`src/rtl/lu_serial_driver.sv`:
```
// rtl/lu_serial_driver.sv - bit-serial initiator that drives a 1-bit logic unit and assembles its result
//
// Feeds the external LU one operand bit per clock, LSB first, and collects the
// LU's combinational output into a WIDTH-bit result. The result is returned over
// a valid/ready handshake.
//
// Optional feature macro: LU_SEQ_PARITY_EN
//   When defined, adds output result_parity = XOR of all result bits.
//
// Ports:
//   clk, reset            rising-edge clock, asynchronous active-high reset
//   in_valid / in_ready   command handshake (in_ready high only in IDLE)
//   op_a, op_b            WIDTH-bit operands
//   op_sel, op_neg        LU opcode and A-negate
//   lu_a, lu_b            current operand bits to the LU
//   lu_select, lu_negate  opcode and negate to the LU (zero outside RUN)
//   lu_out                LU result bit, combinational from lu_*
//   out_valid / out_ready result handshake
//   result                assembled result
//   busy                  high in RUN or DONE
//   result_parity         (LU_SEQ_PARITY_EN only) parity of result

module lu_serial_driver #(
    parameter int WIDTH = 8
) (
    input  logic             clk,
    input  logic             reset,
    input  logic             in_valid,
    output logic             in_ready,
    input  logic [WIDTH-1:0] op_a,
    input  logic [WIDTH-1:0] op_b,
    input  logic [2:0]       op_sel,
    input  logic             op_neg,
    output logic             lu_a,
    output logic             lu_b,
    output logic [2:0]       lu_select,
    output logic             lu_negate,
    input  logic             lu_out,
    output logic             out_valid,
    input  logic             out_ready,
    output logic [WIDTH-1:0] result,
    output logic             busy
`ifdef LU_SEQ_PARITY_EN
    ,
    output logic             result_parity
`endif
);

    localparam int IW = $clog2(WIDTH);
    localparam logic [IW-1:0] LAST_IDX = IW'(WIDTH - 1);

    typedef enum logic [1:0] {
        IDLE = 2'd0,
        RUN  = 2'd1,
        DONE = 2'd2
    } state_t;

    state_t           state;
    logic [IW-1:0]    idx;
    logic [IW-1:0]    idx_inc;
    logic [WIDTH-1:0] a_reg;
    logic [WIDTH-1:0] b_reg;
    logic [2:0]       sel_reg;
    logic             neg_reg;
    logic [WIDTH-1:0] result_next;

    assign idx_inc = idx + 1'b1;

    // Result with the current LU bit merged in; parity is taken from this so it
    // stays in step with the captured bits.
    always_comb begin
        result_next      = result;
        result_next[idx] = lu_out;
    end

    // lu_* are registered: they are loaded one edge ahead with the bit that
    // idx will point at, so they equal a_reg[idx]/b_reg[idx] throughout RUN.
    always_ff @(posedge clk or posedge reset) begin
        if (reset) begin
            state     <= IDLE;
            idx       <= '0;
            a_reg     <= '0;
            b_reg     <= '0;
            sel_reg   <= 3'b000;
            neg_reg   <= 1'b0;
            result    <= '0;
            lu_a      <= 1'b0;
            lu_b      <= 1'b0;
            lu_select <= 3'b000;
            lu_negate <= 1'b0;
            out_valid <= 1'b0;
            busy      <= 1'b0;
            in_ready  <= 1'b1;
`ifdef LU_SEQ_PARITY_EN
            result_parity <= 1'b0;
`endif
        end else begin
            case (state)
                IDLE: begin
                    if (in_valid) begin
                        a_reg     <= op_a;
                        b_reg     <= op_b;
                        sel_reg   <= op_sel;
                        neg_reg   <= op_neg;
                        idx       <= '0;
                        lu_a      <= op_a[0];
                        lu_b      <= op_b[0];
                        lu_select <= op_sel;
                        lu_negate <= op_neg;
                        in_ready  <= 1'b0;
                        busy      <= 1'b1;
                        state     <= RUN;
                    end
                end
                RUN: begin
                    result <= result_next;
`ifdef LU_SEQ_PARITY_EN
                    result_parity <= ^result_next;
`endif
                    if (idx == LAST_IDX) begin
                        lu_a      <= 1'b0;
                        lu_b      <= 1'b0;
                        lu_select <= 3'b000;
                        lu_negate <= 1'b0;
                        out_valid <= 1'b1;
                        state     <= DONE;
                    end else begin
                        idx       <= idx_inc;
                        lu_a      <= a_reg[idx_inc];
                        lu_b      <= b_reg[idx_inc];
                        lu_select <= sel_reg;
                        lu_negate <= neg_reg;
                    end
                end
                DONE: begin
                    if (out_ready) begin
                        out_valid <= 1'b0;
                        busy      <= 1'b0;
                        in_ready  <= 1'b1;
                        state     <= IDLE;
                    end
                end
                default: begin
                    state <= IDLE;
                end
            endcase
        end
    end

endmodule

```
`config.mk`:
```
export PLATFORM = sky130hd
export DESIGN_NAME = lu_serial_driver
export DESIGN_NICKNAME = d
export VERILOG_FILES = /design/src/rtl/lu_serial_driver.sv
export SDC_FILE = /design/constraint.sdc
export NUM_CORES = 1
export LEC_CHECK = 0
export CAP_MARGIN = 20
export CELL_PAD_IN_SITES_DETAIL_PLACEMENT = 1
export CELL_PAD_IN_SITES_GLOBAL_PLACEMENT = 2
export CORE_ASPECT_RATIO = 1.2
export CORE_MARGIN = 8
export CORE_UTILIZATION = 36
export DETAILED_ROUTE_END_ITERATION = 6
export PLACE_DENSITY = 0.93
export SLEW_MARGIN = 20
export SYNTH_ARGS = -nofsm -noshare
export SYNTH_HDL_FRONTEND = slang
export SYNTH_SLANG_ARGS = --single-unit
```
`constraint.sdc`:
```
create_clock -name clk -period 2.75 [get_ports clk]
set_input_delay 0.825 -clock clk [delete_from_list [all_inputs] [get_ports clk]]
set_output_delay 0.825 -clock clk [all_outputs]
set_load 0.03 [all_outputs]
```
# Word level (Yosys, flattened, before mapping)
# Index checks and enable logic that the tools add are counted.
[classes] add_sub_neg=1 magnitude_cmp=3 eq_ne=7 n_mux=34 reduce_logical=11
[op_table] cell="2-to-1 mux 1 bit" count=14
[op_table] cell="2-to-1 mux 3 bit" count=4
[op_table] cell="case mux 1 bit (2 select lines)" count=6
[op_table] cell="case mux 3 bit (2 select lines)" count=2
[op_table] cell="AND reduction 3 bit" count=4
[op_table] cell="bitwise mux 8 bit" count=1
[op_table] cell="< comparator 3 x 4 -> 1 bit, second input constant" count=2
[op_table] cell="inequality test 2 bit, second input constant" count=4
[op_table] cell="binary-select mux 1 bit (select 3 bit)" count=2
[op_table] cell="2-to-1 mux 2 bit" count=3
[op_table] cell="case mux 2 bit (3 select lines)" count=1
[op_table] cell="nonzero test 2 bit" count=3
[op_table] cell="AND reduction 2 bit" count=2
[op_table] cell="adder 3 x 1 -> 3 bit, second input constant" count=1
[op_table] cell="demux 1 bit (select 3 bit)" count=1
[op_table] cell="== test 3 bit, second input constant" count=1
[op_table] cell=">= comparator 3 x 1 -> 1 bit, second input constant" count=1
[op_table] cell="== test 2 x 1 -> 1 bit, second input constant" count=1
[op_table] cell="== test 2 bit, second input constant" count=1
[op_table] cell="zero test 2 bit" count=1
[op_table] cell="logical AND 1 bit" count=1
[word_totals] reg_bits=42 input_bits=25 out_inout_bits=17 elab_cells=70

# Depth between registers and ports, before layout
# Gate-level depths: netlist of run 1.
[logic_depth] word_depth=5 ltp_mapped=6 ltp_nobuf=6

# Worst setup path before layout of run 1
# Ideal clock, no wire load.
[synth_timing] kind="input to register" startpoint="input port in_valid" endpoint="register a_reg[1]" setup_time_ps=125 arrival_ps=1709 required_ps=2625 setup_slack_ps=917 stages=5 n_path_buf=2 path_cell_list="buf_2 > nand2b_4 > nor2_4 > buf_6 > mux2_2"
[synth_between] elab_chain_cells=1
[synth_rtl] item="start: declaration" line="28" text="input logic in_valid,"
[synth_rtl] item="AND reduction 2 bit (no source line)"
[synth_rtl] item="end signal: assignment" line="101" text="a_reg <= op_a;"
[synth_rtl] item="end: declaration" line="61" text="logic [WIDTH-1:0] a_reg;"
# Every way passes these cells.
# A chain may end at the register's enable or synchronous reset.

# Worst setup path in the final report of run 1
[layout_timing] startpoint="register in_ready" endpoint="output port in_ready"
[layout_lines] item="start: declaration" line="29" text="output logic in_ready,"
[layout_lines] item="start signal: assignment" line="93" text="in_ready <= 1'b1;"
[layout_lines] item="start signal: assignment" line="110" text="in_ready <= 1'b0;"
[layout_lines] item="start signal: assignment" line="139" text="in_ready <= 1'b1;"
# No word-level cell between the ends.

==> metrics.md, run 1 <==
| Metric | Value |
|---|---|
| CP Cell Sequence | `clkdlybuf4s50_1` |
| Syn avg cell area | `12.8 sq um` |
| Site row count | `29` |
| Worst min path class | `reg -> reg` |
| Postcts setup bufs | `0` |
| RSZ-0062 raised after global routing | `false` |
| Most common cell in the netlist | `dfrtp_1` |
| Final setup vio count | `0` |
| Design Area, Final | `2510 sq um` |
| Synth unique cells | `39` |
| Rel. slew slack | `61.3%` |
| Clk pwr share | `12.4%` |
| Initial antenna violation count | `0` |
| Delay-heaviest family, CP | `buffers and inverters` |
| Routed wl met3 | `204 um` |
| Final hold viol count | `0` |
| Total power | `0.00308 W` |
| Starting Density | `37.3%` |
| Dpl hpwl | `3.15 mm` |
| Vias per inst | `5.19` |
| Post-cts gate resize count | `0` |
| Clock slew at reported path FFs | `0.08 ns` |
| Skew final | `0.00590 ns` |
| Part of the power in registers | `37.9%` |
| Seq cells post-synth | `42` |
| Largest net degree at the start of global routing | `43` |
| Share of layout cells above drive strength 1 | `22.7%` |
| WL final | `4.36 mm` |
| Initial DRC Count | `97` |
| Core Footprint | `5260 sq um` |
| Total gr overflow | `0` |
| Pint | `0.00189 W` |
| Worst-Margin Slew | `0.581 ns` |
| GPL Wtd Cong | `0.705` |
| Area grow syn2layout | `27.9%` |
| Achievable Freq | `428 MHz` |
| Tcrit/Tclk final | `84.9%` |
| CTS root buf | `clkbuf_8` |
| Ys async rst share | `100%` |
| Post-synth design cell area | `1960 sq um` |
| Top post-synthesis cells by area | `dfrtp_1, mux2_2, mux2_1` |
| Hold_buf cts | `0` |
| Max cap viols | `0` |
| Cells after Synth | `153` |
| Net Sw Power | `0.00119 W` |
| Vias in the first global route | `1,513` |
| Status | `completed` |
| Setup TNS | `0 ns` |
| Total GRT Usage | `11.3%` |
| Worst setup EP type | `output pin` |
| Buf/Inv on CP | `1` |
| Gate power share | `49.7%` |
| Tmin final | `2.33 ns` |
| Worst setup SP type | `flip-flop` |
| Placed cell areas | `2430 sq um` |
| Crit path DAT | `1.51 ns` |
| Pwr/cell area | `1230 nW/um^2` |
| Clock Path Buffers | `2` |
| Yosys synthesis warning count | `0` |
| Required @ worst endpoint | `1.93 ns` |
| Critical path's slowest cell | `clkdlybuf4s50_1` |
| Mapped Nets | `180` |
| Die area | `8080 sq um` |
| Area share of the leading cell type in the synthesized netlist | `52.3%` |
| Top layer reached by signal wires | `met4` |
| Maximum vdd drop | `439 uV` |
| Global-route wire length before repair | `7.53 mm` |
| Synth top cells by count | `dfrtp_1, mux2_2, inv_1, nand2_1` |
| Final nets | `224` |
| Post-route ant nets | `0` |
| Antenna Cells | `0` |
| # IOs | `42` |
| Worst-Skew Late Latency | `0.29 ns` |
| Seq/Total Area, Yosys | `53.6%` |
| Worst hold slack | `0.498 ns` |
| Leakage | `1.04 nW` |
| H-tree depth | `2` |
| Num CTS Buffers | `5` |
| Clock Sinks | `42` |
| Vert. Die Dim | `96.9 um` |
| Sw frac | `38.7%` |
| Critical path type | `reg -> out` |
| I/O Buffers | `41` |
| DR WL/cell | `16.8 um` |
| Worst-path fanout max | `3` |
| Drt first pass iters | `4` |
| Final WS setup | `0.416 ns` |
| Dominant cell type by area after synthesis | `dfrtp_1` |
| Met2 routed WL | `2.32 mm` |
| CP peak stage delay | `0.67 ns` |
| EDFF count, synth | `0` |
| Residual DRC count | `0` |
| Via count | `1,349` |
| Final-report max-slew violation count | `0` |
| Die Width | `83.4 um` |
| Setup WS pre-CTS | `0.539 ns` |
| TritonCTS clock tree | `done` |
| Predominant post-synthesis flop cell | `dfrtp_1` |
| DRT met1 WL | `1.75 mm` |
cell families (layout without fill, tap and decap cells):
family                     Yosys count  count (layout)  share of synthesized area [%]
adders and majority gates            2               2                           1.28
AOI/OAI and AO/OA                   26              26                           8.61
muxes                               33              33                           20.3
and+or+nand+nor                     33              33                           11.4
buffers and inverters               17              62                           4.78
DFF                                 42              42                           53.6
power groups by stage:
stage / clock (W) / sequential (W) / combinational [W]
5_1_grt: 0.000418 / 0.00122 / 0.00167
4_1_cts: 0.000393 / 0.00117 / 0.00156
3_5_place_dp: 0 / 0.00118 / 0.00153
2_1_floorplan: 0 / 0.00130 / 0.000953
3_3_place_gp: 0 / 0.00117 / 0.00150
6_report: 0.000381 / 0.00117 / 0.00153
through the flow:
stage / util [%] / cells
3_5_place_dp: 46.2 / 252
2_1_floorplan: - / 153
5_1_grt: 47.7 / 260
3_3_place_gp: 46.2 / 252
6_report: 47.7 / 260
4_1_cts: 47.7 / 260
worst paths after layout:
check	from	slack (ns)	cells after the start	end
worst max-delay path	in_ready$_DFFE_PP1P_	0.42	1	in_ready
worst min-delay path	b_reg[0]$_DFFE_PP0P_	0.50	1	b_reg[0]$_DFFE_PP0P_
worst max register to register	idx[0]$_DFFE_PP0P_	0.56	4	lu_a$_DFFE_PP0P_
worst min register to register	b_reg[0]$_DFFE_PP0P_	0.50	1	b_reg[0]$_DFFE_PP0P_
max in group asynchronous	reset	1.41	3	in_ready$_DFFE_PP1P_
min in group asynchronous	reset	0.96	3	result[5]$_DFFE_PP0P_
metal layers:
layer,up-vias,GRT usage (%)
met5,-,0
met4,0,5.42
met3,6,3.52
met2,29,19.1
met1,675,12.6
li1,639,-
cells in the final DEF, fill, tap and decap left out, drive strengths merged, types with 3 or more instances in the layout:
cell and instances:
clkdlybuf4s50 41, nor2 6, nand3 4, nor3b 3, inv 10, nand2 8, buf 3, dfrtp 41
a21oi 7, clkbuf 8, nor3 3, o21ai 7, mux2 29
worst reg2reg max path, delay by kind of cell (launching register included):
| kind | cells | cell delay [ns] |
|---|---|---|
| adder cells (fa/ha/maj) | 1 | 0.61 |
| flip-flops | 1 | 0.55 |
| multiplexers | 1 | 0.55 |
| AO/OA/AOI/OAI | 1 | 0.26 |
| AND/OR/NAND/NOR | 1 | 0.10 |
final cells by class:
class	instances	area [sq um]
clock buffers	8	80.1
fillers	548	2750
inverters	10	37.5
multi-input cells	94	816
flip-flops and latches	42	1050
well taps	62	77.6
repair buffers	44	445
Note: power is estimated with default switching activity, not from simulation.
==> run 2, diff against run 1 <==
--- a/config.mk
+++ b/config.mk
@@ -10,9 +10,9 @@
 export CELL_PAD_IN_SITES_GLOBAL_PLACEMENT = 2
 export CORE_ASPECT_RATIO = 1.2
 export CORE_MARGIN = 8
-export CORE_UTILIZATION = 36
+export CORE_UTILIZATION = 30
 export DETAILED_ROUTE_END_ITERATION = 6
-export PLACE_DENSITY = 0.93
+export PLACE_DENSITY = 0.84
 export SLEW_MARGIN = 20
 export SYNTH_ARGS = -nofsm -noshare
 export SYNTH_HDL_FRONTEND = slang
==> constraint.sdc (replaced) <==
create_clock -name clk -period 2.1 [get_ports clk]
set_input_delay 0.63 -clock clk [delete_from_list [all_inputs] [get_ports clk]]
set_output_delay 0.63 -clock clk [all_outputs]
set_load 0.03 [all_outputs]
==> run 2 against run 1 <==
Compared with the run above:
- critical path depth unchanged
- largest power group unchanged
- register-to-register slack worse by 0.30 ns
- largest cell class unchanged
- cell area up 4.0%
- die area up 16%
==> metrics.md, run 2 (synthesized netlist as in run 1, its figures left out) <==
| Metric | Value |
|---|---|
| Max cap viols | `0 (unchanged)` |
| Vert. Die Dim | `105 um (was 96.9 um)` |
| Total GRT Usage | `10.2% (was 11.3%)` |
| Worst-Margin Slew | `0.408 ns (was 0.581 ns)` |
| Worst min path class | `reg -> reg (unchanged)` |
| GPL Wtd Cong | `0.726 (was 0.705)` |
| Worst setup SP type | `flip-flop (unchanged)` |
| Final hold viol count | `0 (unchanged)` |
| Design Area, Final | `2610 sq um (was 2510 sq um)` |
| Num CTS Buffers | `5 (unchanged)` |
| Total gr overflow | `0 (unchanged)` |
| Critical path's slowest cell | `clkdlybuf4s50_1 (unchanged)` |
| Starting Density | `30.8% (was 37.3%)` |
| Tmin final | `2.01 ns` |
| Antenna Cells | `0 (unchanged)` |
| Required @ worst endpoint | `1.47 ns (was 1.93 ns)` |
| Core Footprint | `6370 sq um (was 5260 sq um)` |
| Setup TNS | `0 ns (unchanged)` |
| RSZ-0062 raised after global routing | `false (unchanged)` |
| H-tree depth | `2 (unchanged)` |
| Final nets | `230 (was 224)` |
| Post-route ant nets | `0 (unchanged)` |
| Achievable Freq | `497 MHz` |
| Die Width | `89.8 um (was 83.4 um)` |
| Area occupied by multi-input gates | `816 sq um (unchanged)` |
| Residual DRC count | `0 (unchanged)` |
| Leakage | `1.08 nW (was 1.04 nW)` |
| Worst-Skew Late Latency | `0.30 ns (was 0.29 ns)` |
| Buf/Inv on CP | `1 (unchanged)` |
| Via count | `1,367 (was 1,349)` |
| CTS root buf | `clkbuf_8 (unchanged)` |
| Initial DRC Count | `36 (was 97)` |
| Fill count | `699 (was 548)` |
| Clock slew at reported path FFs | `0.08 ns (about the same)` |
| Dpl hpwl | `3.38 mm (was 3.15 mm)` |
| Placed cell areas | `2510 sq um (was 2430 sq um)` |
| Critical path type | `reg -> out (unchanged)` |
| Seq. cell area | `1050 sq um (unchanged)` |
| Worst setup EP type | `output pin (unchanged)` |
| Clock Sinks | `42 (unchanged)` |
| Commonest cells after routing, fill and taps aside | `dfrtp_1, clkdlybuf4s50_1, mux2_2 (unchanged)` |
| Drt first pass iters | `4 (unchanged)` |
| # IOs | `42 (unchanged)` |
| Setup WS pre-CTS | `0.0821 ns (was 0.539 ns)` |
| Final-report max-slew violation count | `0 (unchanged)` |
| Vias in the first global route | `1,542 (was 1,513)` |
| Area grow syn2layout | `33.0% (was 27.9%)` |
| Hold_buf cts | `0 (unchanged)` |
| Crit path DAT | `1.38 ns (was 1.51 ns)` |
| Status | `completed (unchanged)` |
| Pwr/cell area | `1590 nW/um^2 (was 1230 nW/um^2)` |
| Die area | `9390 sq um (was 8080 sq um)` |
| Share of layout cells above drive strength 1 | `26.5% (was 22.7%)` |
| Most common cell after layout, fill and taps aside | `dfrtp_1` |
| I/O Buffers | `41 (unchanged)` |
| Rel. slew slack | `72.7% (was 61.3%)` |
| Largest net degree at the start of global routing | `25 (was 43)` |
| DR WL/cell | `15.0 um (was 16.8 um)` |
| CP peak stage delay | `0.69 ns (was 0.67 ns)` |
| Final setup vio count | `0 (unchanged)` |
| Vias per inst | `4.73 (was 5.19)` |
| WL final | `4.34 mm (was 4.36 mm)` |
| Site row count | `32 (was 29)` |
| Worst-path fanout max | `3 (unchanged)` |
| Maximum vdd drop | `504 uV (was 439 uV)` |
| Delay-heaviest family, CP | `buffers and inverters (unchanged)` |
| Final WS setup | `0.0882 ns (was 0.416 ns)` |
| Tcrit/Tclk final | `95.8%` |
| CP Cell Sequence | `clkdlybuf4s50_1 (unchanged)` |
| Clock Path Buffers | `2 (unchanged)` |
| TritonCTS clock tree | `done (unchanged)` |
| Skew final | `0.0107 ns (was 0.00590 ns)` |
| Global-route wire length before repair | `7.85 mm (was 7.53 mm)` |
| Initial antenna violation count | `0 (unchanged)` |
==> run 2: cell count changes in the layout (fill, tap and decap cells not counted) <==
cell,delta
clkinvlp_4,+1
buf_4,+5
clkbuf_1,-3
dlygate4sd2_1,+1
buf_12,+1
clkinv_2,+1
clkbuf_8,+1
clkdlybuf4s50_1,-1
==> run 2: what timing repair did <==
| item | in CTS | in global routing |
|---|---|---|
| setup buffers | 0 | 0 |
| setup endpoints to repair | 1 | 0 |
| hold endpoints to repair | 0 | 0 |
| gates resized for setup | 1 | 0 |
==> run 2: final cells by class <==
cell class / instances / share of cell area, %
clock buffer: 6 / 3.17
timing repair buffer: 50 / 19.2
clock inverter: 2 / 0.480
inverter: 10 / 1.44
sequential: 42 / 40.3
multi-input combinational: 94 / 31.3
tap: 85 / 4.08
==> run 2: worst paths after layout <==
kind / depth (start not counted) / from / end / slack [ns]
hold reg to reg: 1 / result[3]$_DFFE_PP0P_ / result[3]$_DFFE_PP0P_ / 0.50
min in group asynchronous: 2 / reset / result[2]$_DFFE_PP0P_ / 0.62
max in group asynchronous: 3 / reset / b_reg[0]$_DFFE_PP0P_ / 0.92
hold / removal: 1 / result[3]$_DFFE_PP0P_ / result[3]$_DFFE_PP0P_ / 0.50
setup reg to reg: 4 / idx[1]$_DFFE_PP0P_ / lu_a$_DFFE_PP0P_ / 0.26
setup / recovery: 1 / lu_b$_DFFE_PP0P_ / lu_b / 0.09
==> run 2: layer usage <==
layer  part of all wire, %  routed length [um]  up-vias  GRT usage (%)
li1                      -                   -      650              -
met3                   4.5                 194        6           3.15
met5                     0                   0        -              0
met4                   1.4                  60        0           4.24
met2                    51                2210       26           16.5
met1                    43                1880      685           12.2
==> run 2: report_power, final <==
part,internal [W],total [W],switching [W]
clock,0.000264,0.000544,0.000280
combinational,0.00110,0.00216,0.00106
sequential,0.00121,0.00145,0.000243
total,0.00257,0.00416,0.00159
==> run 2: through the flow <==
step / hold slack, ns / instances / util, % / total power [W]
3_3_place_gp: 0.475 / 281 / 39.5 / 0.00359
2_1_floorplan: 0.458 / 153 / - / 0.00295
5_1_grt: 0.523 / 289 / 41.0 / 0.00448
3_5_place_dp: 0.483 / 281 / 39.5 / 0.00367
6_report: 0.495 / 289 / 41.0 / 0.00416
4_1_cts: 0.503 / 289 / 41.0 / 0.00423
==> run 3, diff against run 2 <==
--- a/config.mk
+++ b/config.mk
@@ -6,10 +6,10 @@
 export NUM_CORES = 1
 export LEC_CHECK = 0
 export CAP_MARGIN = 20
-export CELL_PAD_IN_SITES_DETAIL_PLACEMENT = 1
+export CELL_PAD_IN_SITES_DETAIL_PLACEMENT = 2
 export CELL_PAD_IN_SITES_GLOBAL_PLACEMENT = 2
 export CORE_ASPECT_RATIO = 1.2
-export CORE_MARGIN = 8
+export CORE_MARGIN = 10
 export CORE_UTILIZATION = 30
 export DETAILED_ROUTE_END_ITERATION = 6
 export PLACE_DENSITY = 0.84
==> run 3 against run 2 <==
Compared with the run above:
- critical path depth unchanged
- maximum frequency fell by 0.60%
- hold slack gained 0.0020 ns
- total power up 2.5%
- final cell count shrank 0.35%
- cell area rose by 0.24%
- first-iteration DRC count up 89%
- wire length is 14% higher
- global-route usage grew 0.22 points
- largest power group unchanged
==> metrics.md, run 3 (synthesized netlist as in run 1, its figures left out) <==
| Metric | Value |
|---|---|
| Final-report max-slew violation count | `0 (unchanged)` |
| Achievable Freq | `494 MHz (was 497 MHz)` |
| Seq. cell area | `1050 sq um (unchanged)` |
| Maximum vdd drop | `668 uV (was 504 uV)` |
| Critical path's slowest cell | `clkdlybuf4s50_1 (unchanged)` |
| I/O Buffers | `41 (unchanged)` |
| Residual DRC count | `0 (unchanged)` |
| Hold_buf cts | `0 (unchanged)` |
| Leakage | `1.09 nW (was 1.08 nW)` |
| # IOs | `42 (unchanged)` |
| Design Area, Final | `2620 sq um (was 2610 sq um)` |
| Final nets | `229 (was 230)` |
| H-tree depth | `2 (unchanged)` |
| CP Cell Sequence | `clkdlybuf4s50_1 (unchanged)` |
| Tmin final | `2.02 ns (was 2.01 ns)` |
| Commonest cells after routing, fill and taps aside | `dfrtp_1, clkdlybuf4s50_1, mux2_2 (unchanged)` |
| Die Width | `93.8 um (was 89.8 um)` |
| Die area | `10,200 sq um (was 9390 sq um)` |
| Hold path endpoint | `result[1]$_DFFE_PP0P_ (was result[3]$_DFFE_PP0P_)` |
| R2R Setup Slk | `0.19 ns (was 0.26 ns)` |
| Clock slew at reported path FFs | `0.08 ns (about the same)` |
| Final setup vio count | `0 (unchanged)` |
| Core Footprint | `6410 sq um (was 6370 sq um)` |
| Skew final | `0.00720 ns (was 0.0107 ns)` |
| Antenna Cells | `0 (unchanged)` |
| Buf/Inv on CP | `1 (unchanged)` |
| Crit path DAT | `1.39 ns (was 1.38 ns)` |
| Vert. Die Dim | `109 um (was 105 um)` |
| Num CTS Buffers | `5 (unchanged)` |
| Clock Sinks | `42 (unchanged)` |
| Area occupied by multi-input gates | `816 sq um (unchanged)` |
| Total GRT Usage | `10.4% (was 10.2%)` |
| Worst setup SP type | `flip-flop (unchanged)` |
| WL final | `4.94 mm (was 4.34 mm)` |
| Dpl hpwl | `3.91 mm (was 3.38 mm)` |
| Worst-path fanout max | `3 (unchanged)` |
| Site row count | `32 (unchanged)` |
| Area grow syn2layout | `33.3% (was 33.0%)` |
| Pwr/cell area | `1630 nW/um^2 (was 1590 nW/um^2)` |
| Starting Density | `30.6% (was 30.8%)` |
| Drt first pass iters | `4 (unchanged)` |
| R2R Path End | `lu_a$_DFFE_PP0P_ (unchanged)` |
| CTS root buf | `clkbuf_8 (unchanged)` |
| Beginning of the critical path | `lu_b$_DFFE_PP0P_ (unchanged)` |
| Post-cts gate resize count | `1 (unchanged)` |
| Via count | `1,380 (was 1,367)` |
| Status | `completed (unchanged)` |
| Worst-Margin Slew | `0.439 ns (was 0.408 ns)` |
| Critical path type | `reg -> out (unchanged)` |
| Placed cell areas | `2510 sq um (about the same)` |
| Largest net degree at the start of global routing | `25 (unchanged)` |
| Vias per inst | `4.79 (was 4.73)` |
| Total gr overflow | `0 (unchanged)` |
| R2R Path Start | `idx[1]$_DFFE_PP0P_ (unchanged)` |
| Initial antenna violation count | `0 (unchanged)` |
| Rel. slew slack | `70.7% (was 72.7%)` |
| Global-route wire length before repair | `8.49 mm (was 7.85 mm)` |
| Vias in the first global route | `1,633 (was 1,542)` |
| Tcrit/Tclk final | `96.4% (was 95.8%)` |
| RSZ-0062 raised after global routing | `false (unchanged)` |
| Share of layout cells above drive strength 1 | `26.1% (was 26.5%)` |
| Max cap viols | `0 (unchanged)` |
| Setup WS pre-CTS | `0.0413 ns (was 0.0821 ns)` |
| Worst min path class | `reg -> reg (unchanged)` |
| Reg2reg path depth | `4 (unchanged)` |
| Required @ worst endpoint | `1.47 ns (about the same)` |
| Postcts setup bufs | `0 (unchanged)` |
| Final WS setup | `0.0761 ns (was 0.0882 ns)` |
| Delay-heaviest family, CP | `buffers and inverters (unchanged)` |
| CP peak stage delay | `0.70 ns (was 0.69 ns)` |
| DR WL/cell | `17.2 um (was 15.0 um)` |
| Initial DRC Count | `68 (was 36)` |
| Hold wc startpoint | `result[1]$_DFFE_PP0P_ (was result[3]$_DFFE_PP0P_)` |
| Worst-Skew Late Latency | `0.29 ns (was 0.30 ns)` |
| Worst Hold Depth | `1 (unchanged)` |
| Post-route ant nets | `0 (unchanged)` |
| Fill count | `689 (was 699)` |
| Final hold viol count | `0 (unchanged)` |
| Worst setup EP type | `output pin (unchanged)` |
| Clock Path Buffers | `2 (unchanged)` |
| GPL Wtd Cong | `0.703 (was 0.726)` |
| Most common cell after layout, fill and taps aside | `dfrtp_1 (unchanged)` |
| TritonCTS clock tree | `done (unchanged)` |
| Setup TNS | `0 ns (unchanged)` |
[run 3: cell types whose count changed in the layout (fill, tap and decap cells not counted), sizes merged]
cell,before,now
bufinv,0,1
clkbuf,6,5
clkinv,1,2
clkinvlp,1,0
buf,9,8
[run 3: metal layers]
layer / track usage, % / vias up / part of all wire (%)
met5: 0 / - / 0
li1: - / 649 / -
met3: 3.12 / 7 / 4.7
met1: 11.7 / 695 / 41
met2: 18.5 / 29 / 54
met4: 2.61 / 0 / 1.0
[run 3: worst max-delay path by stage]
stage	end	cells past startpoint
CTS	lu_b	1
global placement	a_reg[4]$_DFFE_PP0P_	5
floorplan	lu_a$_DFFE_PP0P_	5
finish	lu_b	1
detailed placement	lu_select[1]$_DFFE_PP0P_	5
global route	lu_b	1
[run 3: area by class of cell]
cell class	count	area share [%]
Tap cell	85	4.07
Timing Repair Buffer	49	18.9
Clock buffer	5	2.63
Inverter	10	1.44
Clock inverter	3	1.53
Multi-Input combinational cell	94	31.2
Sequential cell	42	40.2
[run 3: report_power, final]
group	total [W]	internal, W	leakage (nW)	switching (W)
registers	0.00147	0.00121	0.496	0.000262
logic	0.00216	0.00108	0.535	0.00108
clock network	0.000634	0.000350	0.0579	0.000284
total	0.00426	0.00264	1.09	0.00162
[run 3: per-stage QoR]
| stage | util, % | total power, W | instances | hold WS, ns |
|---|---|---|---|---|
| floorplan | - | 0.00295 | 153 | 0.458 |
| global placement | 39.1 | 0.00357 | 280 | 0.476 |
| detailed placement | 39.1 | 0.00369 | 280 | 0.484 |
| CTS | 40.8 | 0.00435 | 288 | 0.505 |
| global route | 40.8 | 0.00459 | 288 | 0.529 |
| finish | 40.8 | 0.00426 | 288 | 0.497 |
